$ cat config.mk
export PLATFORM = sky130hd
export DESIGN_NAME = prim_ram_2p_scrub_ctrl
export DESIGN_NICKNAME = d
export VERILOG_FILES = /design/src/rtl/prim_ram_scrub_pkg.sv /design/src/rtl/prim_ram_sat_cnt.sv /design/src/rtl/prim_ram_2p_scrub_ctrl.sv
export SDC_FILE = /design/constraint.sdc
export NUM_CORES = 1
export LEC_CHECK = 0
export CORE_MARGIN = 8
export CORE_UTILIZATION = 23
export CTS_CLUSTER_SIZE = 10
export DETAILED_ROUTE_END_ITERATION = 12
export MAX_ROUTING_LAYER = met4
export PLACE_DENSITY_LB_ADDON = 0.1
export SLEW_MARGIN = 20
export SYNTH_ARGS = -nofsm -noshare
export SYNTH_HDL_FRONTEND = slang
export SYNTH_HIERARCHICAL = 1
export SYNTH_SLANG_ARGS = --single-unit
$ cat constraint.sdc
create_clock -name clk_i -period 3.25 [get_ports clk_i]
set_input_delay 0.65 -clock clk_i [delete_from_list [all_inputs] [get_ports clk_i]]
set_output_delay 0.65 -clock clk_i [all_outputs]
set_load 0.05 [all_outputs]
$ cat src/rtl/prim_ram_scrub_pkg.sv
// Shared definitions for the port-B scrub controller.
//   scrub_state_e : controller FSM states
//   RerrCorrBit   : b_rerror_i bit flagging a corrected (single-bit) error
//   RerrUncorrBit : b_rerror_i bit flagging an uncorrectable error
package prim_ram_scrub_pkg;

  typedef enum logic [2:0] {
    IDLE,
    INIT_WR,
    SCRUB_WAIT,
    SCRUB_RD,
    SCRUB_RSP,
    SCRUB_WB
  } scrub_state_e;

  localparam int unsigned RerrCorrBit   = 0;
  localparam int unsigned RerrUncorrBit = 1;

endpackage

$ cat src/rtl/prim_ram_sat_cnt.sv
// Saturating up-counter with synchronous clear.
//   clk_i, rst_ni : clock, async active-low reset
//   inc           : count up by one (holds at all-ones)
//   clr           : zero the counter, takes priority over inc
//   cnt           : current count
module prim_ram_sat_cnt #(
  parameter int CntW = 16
) (
  input  logic            clk_i,
  input  logic            rst_ni,
  input  logic            inc,
  input  logic            clr,
  output logic [CntW-1:0] cnt
);

  always_ff @(posedge clk_i or negedge rst_ni) begin
    if (!rst_ni) begin
      cnt <= '0;
    end else if (clr) begin
      cnt <= '0;
    end else if (inc && (cnt != {CntW{1'b1}})) begin
      cnt <= cnt + CntW'(1);
    end
  end

endmodule

$ cat src/rtl/prim_ram_2p_scrub_ctrl.sv
// Background controller for port B of a 2-port ECC RAM: zero-fills the
// array on request, then walks it with periodic reads, writing corrected
// data back and logging uncorrectable errors.
//   clk_i, rst_ni          : clock, async active-low reset
//   init_req_i             : pulse, request a full zero-fill
//   scrub_en_i             : enable background scrubbing
//   scrub_period_i         : idle cycles between scrub reads (0 -> 1 cycle)
//   clr_cnt_i              : clear both error counters
//   b_req_o/b_write_o      : port-B request / write strobe
//   b_addr_o/b_wdata_o     : port-B address / write data
//   b_rvalid_i/b_rdata_i   : port-B read response and corrected data
//   b_rerror_i             : [0] correctable, [1] uncorrectable
//   busy_o                 : init or scrub item in flight
//   init_done_o            : sticky zero-fill complete
//   scrub_pass_o           : pulse when the scrub address wraps
//   uncorr_o/uncorr_addr_o : pulse and address of last uncorrectable error
//   corr_cnt_o/uncorr_cnt_o: saturating error counters
module prim_ram_2p_scrub_ctrl
  import prim_ram_scrub_pkg::*;
#(
  parameter int Depth   = 512,
  parameter int Width   = 32,
  parameter int CntW    = 16,
  parameter int PeriodW = 16,
  localparam int SramAw = $clog2(Depth)
) (
  input  logic               clk_i,
  input  logic               rst_ni,
  input  logic               init_req_i,
  input  logic               scrub_en_i,
  input  logic [PeriodW-1:0] scrub_period_i,
  input  logic               clr_cnt_i,
  output logic               b_req_o,
  output logic               b_write_o,
  output logic [SramAw-1:0]  b_addr_o,
  output logic [Width-1:0]   b_wdata_o,
  input  logic               b_rvalid_i,
  input  logic [Width-1:0]   b_rdata_i,
  input  logic [1:0]         b_rerror_i,
  output logic               busy_o,
  output logic               init_done_o,
  output logic               scrub_pass_o,
  output logic               uncorr_o,
  output logic [SramAw-1:0]  uncorr_addr_o,
  output logic [CntW-1:0]    corr_cnt_o,
  output logic [CntW-1:0]    uncorr_cnt_o
);

  localparam logic [SramAw-1:0] AddrMax = SramAw'(Depth - 1);

  scrub_state_e       state_q, state_d;
  logic               init_pend_q, init_done_q;
  logic [SramAw-1:0]  init_addr_q, scrub_addr_q, uncorr_addr_q;
  logic [PeriodW-1:0] wait_cnt_q;
  logic [Width-1:0]   wb_data_q;
  logic               uncorr_q, scrub_pass_q;

  logic start_init, load_wait;
  logic rsp_fire, rsp_corr, rsp_uncorr, item_done, init_last;

  // Responses are only meaningful while a read is outstanding.
  assign rsp_fire   = (state_q == SCRUB_RSP) && b_rvalid_i;
  assign rsp_uncorr = rsp_fire && b_rerror_i[RerrUncorrBit];
  assign rsp_corr   = rsp_fire && b_rerror_i[RerrCorrBit] && !b_rerror_i[RerrUncorrBit];
  // An item ends on a clean/uncorrectable response or after the write-back.
  assign item_done  = (rsp_fire && !rsp_corr) || (state_q == SCRUB_WB);
  assign init_last  = (init_addr_q == AddrMax);

  always_comb begin
    state_d    = state_q;
    start_init = 1'b0;
    load_wait  = 1'b0;
    b_req_o    = 1'b0;
    b_write_o  = 1'b0;
    b_addr_o   = scrub_addr_q;
    b_wdata_o  = '0;

    unique case (state_q)
      IDLE: begin
        if (init_pend_q) begin
          start_init = 1'b1;
          state_d    = INIT_WR;
        end else if (init_done_q && scrub_en_i) begin
          load_wait = 1'b1;
          state_d   = SCRUB_WAIT;
        end
      end
      INIT_WR: begin
        b_req_o   = 1'b1;
        b_write_o = 1'b1;
        b_addr_o  = init_addr_q;
        if (init_last) state_d = IDLE;
      end
      SCRUB_WAIT: begin
        if (init_pend_q) begin
          start_init = 1'b1;
          state_d    = INIT_WR;
        end else if (!scrub_en_i) begin
          state_d = IDLE;
        end else if (wait_cnt_q == '0) begin
          state_d = SCRUB_RD;
        end
      end
      SCRUB_RD: begin
        b_req_o = 1'b1;
        state_d = SCRUB_RSP;
      end
      SCRUB_RSP: begin
        if (rsp_corr) state_d = SCRUB_WB;
      end
      SCRUB_WB: begin
        b_req_o   = 1'b1;
        b_write_o = 1'b1;
        b_wdata_o = wb_data_q;
      end
      default: state_d = IDLE;
    endcase

    // A pending init is picked up from IDLE on the following cycle.
    if (item_done) begin
      if (init_pend_q || !scrub_en_i) begin
        state_d = IDLE;
      end else begin
        load_wait = 1'b1;
        state_d   = SCRUB_WAIT;
      end
    end
  end

  always_ff @(posedge clk_i or negedge rst_ni) begin
    if (!rst_ni) begin
      state_q       <= IDLE;
      init_pend_q   <= 1'b0;
      init_done_q   <= 1'b0;
      init_addr_q   <= '0;
      scrub_addr_q  <= '0;
      wait_cnt_q    <= '0;
      wb_data_q     <= '0;
      uncorr_addr_q <= '0;
      uncorr_q      <= 1'b0;
      scrub_pass_q  <= 1'b0;
    end else begin
      state_q      <= state_d;
      // A request arriving on the service cycle stays pending for a rerun.
      init_pend_q  <= init_req_i | (init_pend_q & ~start_init);
      uncorr_q     <= rsp_uncorr;
      scrub_pass_q <= item_done && (scrub_addr_q == AddrMax);

      if (start_init) begin
        init_done_q <= 1'b0;
        init_addr_q <= '0;
      end else if (state_q == INIT_WR) begin
        if (init_last) init_done_q <= 1'b1;
        else           init_addr_q <= init_addr_q + SramAw'(1);
      end

      if (state_q == INIT_WR && init_last) begin
        scrub_addr_q <= '0;
      end else if (item_done) begin
        scrub_addr_q <= (scrub_addr_q == AddrMax) ? '0 : scrub_addr_q + SramAw'(1);
      end

      if (load_wait) begin
        wait_cnt_q <= scrub_period_i;
      end else if (state_q == SCRUB_WAIT && wait_cnt_q != '0) begin
        wait_cnt_q <= wait_cnt_q - PeriodW'(1);
      end

      if (rsp_corr)   wb_data_q     <= b_rdata_i;
      if (rsp_uncorr) uncorr_addr_q <= scrub_addr_q;
    end
  end

  prim_ram_sat_cnt #(.CntW(CntW)) u_corr_cnt (
    .clk_i  (clk_i),
    .rst_ni (rst_ni),
    .inc    (rsp_corr),
    .clr    (clr_cnt_i),
    .cnt    (corr_cnt_o)
  );

  prim_ram_sat_cnt #(.CntW(CntW)) u_uncorr_cnt (
    .clk_i  (clk_i),
    .rst_ni (rst_ni),
    .inc    (rsp_uncorr),
    .clr    (clr_cnt_i),
    .cnt    (uncorr_cnt_o)
  );

  assign busy_o        = !(state_q == IDLE || state_q == SCRUB_WAIT);
  assign init_done_o   = init_done_q;
  assign scrub_pass_o  = scrub_pass_q;
  assign uncorr_o      = uncorr_q;
  assign uncorr_addr_o = uncorr_addr_q;

endmodule

==> results of run 1 <==
==> how the worst min path moves through the flow <==
stage | cells past startpoint | startpoint | endpoint | slack [ps]
2_1_floorplan | 0 | rst_ni | init_addr_q[0] | 350
3_3_place_gp | 1 | wb_data_q[11] | wb_data_q[11] | 480
3_5_place_dp | 1 | wb_data_q[11] | wb_data_q[11] | 490
4_1_cts | 1 | rst_ni | u_uncorr_cnt/cnt[9] | 220
5_1_grt | 1 | rst_ni | u_uncorr_cnt/cnt[12] | 230
6_report | 1 | rst_ni | u_uncorr_cnt/cnt[13] | 220
==> kinds of logic after synthesis <==
kind of cell,after synthesis,share of synthesized area [%]
AO/OA/AOI/OAI,116,12.5
XOR/XNOR,7,0.991
adder cells (fa/ha/maj),8,1.62
buffers and inverters,53,3.68
flip-flops,114,46.1
multiplexers,58,10.6
AND/OR/NAND/NOR,248,24.5
==> per-stage QoR <==
step / instance area [µm²] / std cells / hold WS (ps) / util, %
floorplan: 6180 / 604 / 354 / -
global placement: 8330 / 1063 / 481 / 31.3
detailed placement: 8330 / 1063 / 488 / 31.3
CTS: 8910 / 1094 / 219 / 33.4
global route: 8910 / 1095 / 234 / 33.4
finish: 8910 / 1095 / 216 / 33.4
==> registers in the layout (all words and copies together) (netlist names) <==
signal and cells:
init_pend_q 1, scrub_addr_q 9, wait_cnt_q 16, uncorr_o 1, state_q 3, wb_data_q 32, init_done_o 1, u_uncorr_cnt/cnt 16
uncorr_addr_o 9, init_addr_q 9, u_corr_cnt/cnt 16, scrub_pass_o 1
==> power by group <==
| part | internal [mW] | total [mW] | switching, mW |
|---|---|---|---|
| registers | 1.47 | 1.54 | 0.0711 |
| logic | 0.234 | 0.532 | 0.298 |
| clock network | 1.15 | 1.85 | 0.705 |
| total | 2.85 | 3.93 | 1.07 |
==> cells in the final DEF, fill, tap and decap left out, drive strengths merged, types with 14 or more instances in the layout <==
| cell type | n |
|---|---|
| nand2 | 28 |
| nand4 | 18 |
| a21oi | 39 |
| nand3 | 14 |
| clkbuf | 19 |
| mux2 | 58 |
| o31ai | 23 |
| dfrtp | 114 |
| o21ai | 19 |
| and3 | 42 |
| buf | 60 |
| clkdlybuf4s50 | 99 |
| nor4 | 14 |
| nor2 | 34 |
| nor3 | 22 |
| or3 | 15 |
| or4 | 20 |
==> layer usage <==
| metal | vias to the layer above | track usage (%) | share of wire (%) |
|---|---|---|---|
| met2 | 146 | 19.5 | 45 |
| met4 | 0 | 3.83 | 1.0 |
| met3 | 13 | 5.48 | 7.9 |
| met5 | - | - | 0 |
| li1 | 2561 | - | - |
| met1 | 2658 | 15.7 | 46 |
==> layout make-up <==
cell class | count | area, µm² | share of cell area [%]
sequential | 114 | 2850 | 32.0
tap | 341 | 427 | 4.79
clock inverter | 12 | 136 | 1.53
antenna | 1 | 2.50 | 0.0281
timing repair buffer | 159 | 1890 | 21.2
multi-input combinational | 437 | 3110 | 34.9
clock buffer | 19 | 443 | 4.97
inverter | 12 | 45.0 | 0.505
==> impl_metrics.tcl, run 1 <==
set metrics [dict create \
    regToRegSetupSlack_ps 670 \
    die_height_um 180 \
    start_util_pct 23.2 \
    post_cts_setup_repair_bufs 0 \
    synth_seq_area_share_pct 46.1 \
    grt_max_degree 53 \
    r2r-end "u_uncorr_cnt/cnt[3]" \
    layout_min_cycle_time_ps 2920 \
    netlist-cell-type-count 57 \
    detail_route.vias_per_cell 4.91 \
    routed_wirelength_mm 20.3 \
    skew_ps 12.4 \
    synthCells 604 \
    cp_depth 2 \
    cpPeakStageDelay_ps 880 \
    final_net_count 805 \
    fp.dieArea_um2 32400 \
    layout_setup_ws_ps 332 \
    maxSlewViolCount 0 \
    cp_data_arrival_time_ps 2270 \
    finalHoldViolations 0 \
    dominantRegCellSynth "dfrtp_1" \
    grt_overflow_total 0 \
    first_global_vias 5649 \
    total_power_mw 3.93 \
    post_synth.cell_area_avg_um2 10.2 \
    yosys_register_bits 114 \
    path_clk_slew_ps 60 \
    cp_max_fo 15 \
    slowest_stage "clkdlybuf4s50_1" \
    grt_pass1_wl_mm 32.8 \
    detailedPlace.worstSlack_ps 406 \
    netlist_top_cells_count "114 x dfrtp_1, 50 x mux2_2, 42 x and3_1, 38 x a21oi_1, 34 x nor2_1" \
    path_delay_family "buffers and inverters" \
    row_count 60 \
    ir_worst_vdd_uv 242 \
    place.gp.congestion 0.755 \
    synth.area.top_cells "dfrtp_1 46%, mux2_2 9.1%, and3_1 4.2%" \
    critPathRequiredTime_ps 2600 \
    r2r.worst_path.cells 7 \
    rsz0062_at_grt "no" \
    worst_r2r_startpoint "state_q[2]" \
    finalSetupViolCount 0 \
    cts_resized 0 \
    clk_path_buf_depth 2 \
    worst_slew_margin_rel_pct 40.8 \
    layout-area-overhead-vs-synth_pct 44.1 \
    postRouteAntennaNets 0 \
    route.vias.total 5378 \
    detailed_place_hpwl_mm 14.6 \
    routed_wire_length_per_instance_um 18.5 \
    timing.hold.worst.class "input pin to async pin" \
    synth_edf_count 0 \
    clock-sinks 114 \
    drt_pre_antenna_iters 5 \
    netlist_area_um2 6180 \
    postSynthNetCount 668 \
    htreeDepth 4 \
    synth_top_cell_by_area "dfrtp_1" \
    critPathCaptureType "output port" \
    cts-buffers-inserted 17 \
    yosysMostFrequentCell "dfrtp_1" \
    final.fill_count 2701 \
    core_area_um2 26700 \
    endpoint "b_req_o" \
    initialDrtViolationCount 310 \
    critical_path_buf_inv_count 1 \
    max_cap_viol_count 0 \
    synth-warning-count 6 \
    pwr_density_cell_nw_per_um2 441 \
    numPortBuffers 143 \
    antenna_found_initial 1 \
    dieWidth_um 180 \
    run_status "complete, no violations" \
    cts_tree "built" \
    timing.setup.tns_ps 0 \
    maxClockFrequency_mhz 343 \
    worstMarginPinSlew_ps 881 \
    startpoint_type "flop" \
    yosysTopAreaCellShare_pct 46.1 \
    layout-drive-gt1-share_pct 22.7 \
    cts-hold-fix-buffers 0 \
    detail_route.drc_violations 0 \
    crit_chain "a21boi_0 > clkdlybuf4s50_1" \
    clkLatencyLatePin_ps 410 \
    setup.worst_path.class "flop to output port" \
    root_buffer "clkbuf_16" \
    part_of_the_cycle_the_worst_path_needs_pct 89.8 \
    cellLeakagePower_nw 3.70 \
    track_usage_pct 13.0 \
    startpoint "state_q[0]" \
    async_reset_ff_share_pct 100 \
    io-pin-count 144 \
]
(Power assumes the default switching activity.)
==> run 2: changes to the inputs <==
SKIP_CTS_REPAIR_TIMING = 1   (was unset)
==> results of run 2 <==
The final DEF is identical to that of run 1; final timing and power are the same.
==> run 3: changes to the inputs <==
CORE_ASPECT_RATIO = 1.75   (was unset)
MAX_ROUTING_LAYER = unset   (was met4)
==> run 3 against run 2 <==
Non-clock buffer count increased by 3. Via count increased by 1.5%. Power decreased by 2.4%. Clock power decreased by 8%. Hold slack improved by 12 ps. Combinational power increased by 10%. Highest routed layer unchanged. Global-route usage increased by 0.24 points. Clock skew decreased by 5.1 ps. Design area increased by 0.48%. Maximum frequency increased by 1.8%. Largest power group unchanged. Cell count decreased by 1.4%.
==> impl_metrics.tcl, run 3 (synthesis gave the netlist of run 1 again) <==
set metrics [dict create \
    pwr_density_cell_nw_per_um2 428 \
    fp.dieArea_um2 32600 \
    first_global_vias 5763 \
    detail_route.drc_violations 0 \
    max_reg_flops 32 \
    startpoint "state_q[0]" \
    worstMarginPinSlew_ps 879 \
    critPathRequiredTime_ps 2600 \
    largest_register "wb_data_q" \
    initialDrtViolationCount 247 \
    core_area_um2 26500 \
    start_util_pct 23.3 \
    layout_commonest_cell "dfrtp_1" \
    finalHoldViolations 0 \
    skew_ps 7.26 \
    setup.worst_path.class "flop to output port" \
    placedInstanceArea_um2 8430 \
    grt_overflow_total 0 \
    timing.hold.worst.class "input pin to async pin" \
    layout_min_cycle_time_ps 2870 \
    routed_wirelength_mm 20.8 \
    dieWidth_um 140 \
    worst_r2r_startpoint "state_q[2]" \
    root_buffer "clkbuf_16" \
    worst_slew_margin_rel_pct 40.9 \
    clk_path_buf_depth 2 \
    part_of_the_cycle_the_worst_path_needs_pct 88.2 \
    layout.core_utilization_pct 33.8 \
    cp_max_fo 15 \
    timing.setup.tns_ps 0 \
    layout-drive-gt1-share_pct 22.5 \
    cts-buffers-inserted 17 \
    htreeDepth 4 \
    grt_pass1_wl_mm 33.2 \
    cp_data_arrival_time_ps 2220 \
    antenna_found_initial 0 \
    ir_worst_vdd_uv 363 \
    grt_max_degree 43 \
    maxSlewViolCount 0 \
    place.gp.congestion 0.770 \
    track_usage_pct 13.2 \
    path_clk_slew_ps 60 \
    detailed_place_hpwl_mm 15.4 \
    rsz0062_at_grt "no" \
    route.vias.total 5456 \
    run_status "complete, no violations" \
    total_power_mw 3.84 \
    critPathCaptureType "output port" \
    startpoint_type "flop" \
    drt_pre_antenna_iters 4 \
    die_height_um 233 \
    regToRegSetupSlack_ps 740 \
    most-common-layout-cells "114 x dfrtp_1, 99 x clkdlybuf4s50_1, 50 x mux2_2" \
    io-pin-count 144 \
    antenna-diode-count 0 \
    clkLatencyLatePin_ps 430 \
    cellLeakagePower_nw 3.73 \
    layout-area-overhead-vs-synth_pct 44.8 \
    cts_tree "built" \
    clock-sinks 114 \
    numPortBuffers 143 \
    postRouteAntennaNets 0 \
    finish.instance_area_um2 8950 \
    final_net_count 808 \
    max_cap_viol_count 0 \
    row_count 79 \
    finalSetupViolCount 0 \
    detail_route.vias_per_cell 5.05 \
    maxClockFrequency_mhz 349 \
    routed_wire_length_per_instance_um 19.2 \
]
-- run 3: per-layer routing --
metal	track usage (%)	share of wire [%]	vias up	wire (µm)
met3	6.61	9.1	24	1880
li1	-	-	2573	-
met4	5.39	2.2	0	460
met5	0	0	-	0
met2	23.4	52	171	10800
met1	12.8	37	2688	7650
-- run 3: worst paths after layout --
path | end | depth (start not counted)
worst max-delay path | b_req_o | 2
worst min-delay path | wb_data_q[4] | 1
worst max register to register | u_uncorr_cnt/cnt[3] | 8
worst min register to register | wb_data_q[14] | 1
max in group asynchronous | wait_cnt_q[12] | 2
min in group clk_i | wb_data_q[14] | 1
-- run 3: final cells by class --
type                    count  area, µm²
fillers                  2713      17500
multi-input cells         437       3110
flip-flops and latches    114       2850
repair buffers            162       2010
clock buffers              25        495
well taps                 324        405
inverters                  12       45.0
clock inverters             6       30.0
-- run 3: power by group --
part / internal, mW / switching [mW]
clock: 1.04 / 0.658
sequential: 1.47 / 0.0770
combinational: 0.274 / 0.313
-- run 3: through the flow --
step                      worst slack, ps  std cells  hold slack (ps)
final                                 384       1080              228
after global routing                  273       1080              258
after CTS                             349       1080              236
after detailed placement              174       1049              487
after global placement                185       1049              482
after floorplan                       471        604              354
-- run 3: worst max-delay path, cell delays in order (launching register included) --
cell,delay (ps)
dfrtp_1,700
a21boi_0,250
clkdlybuf4s50_1,840
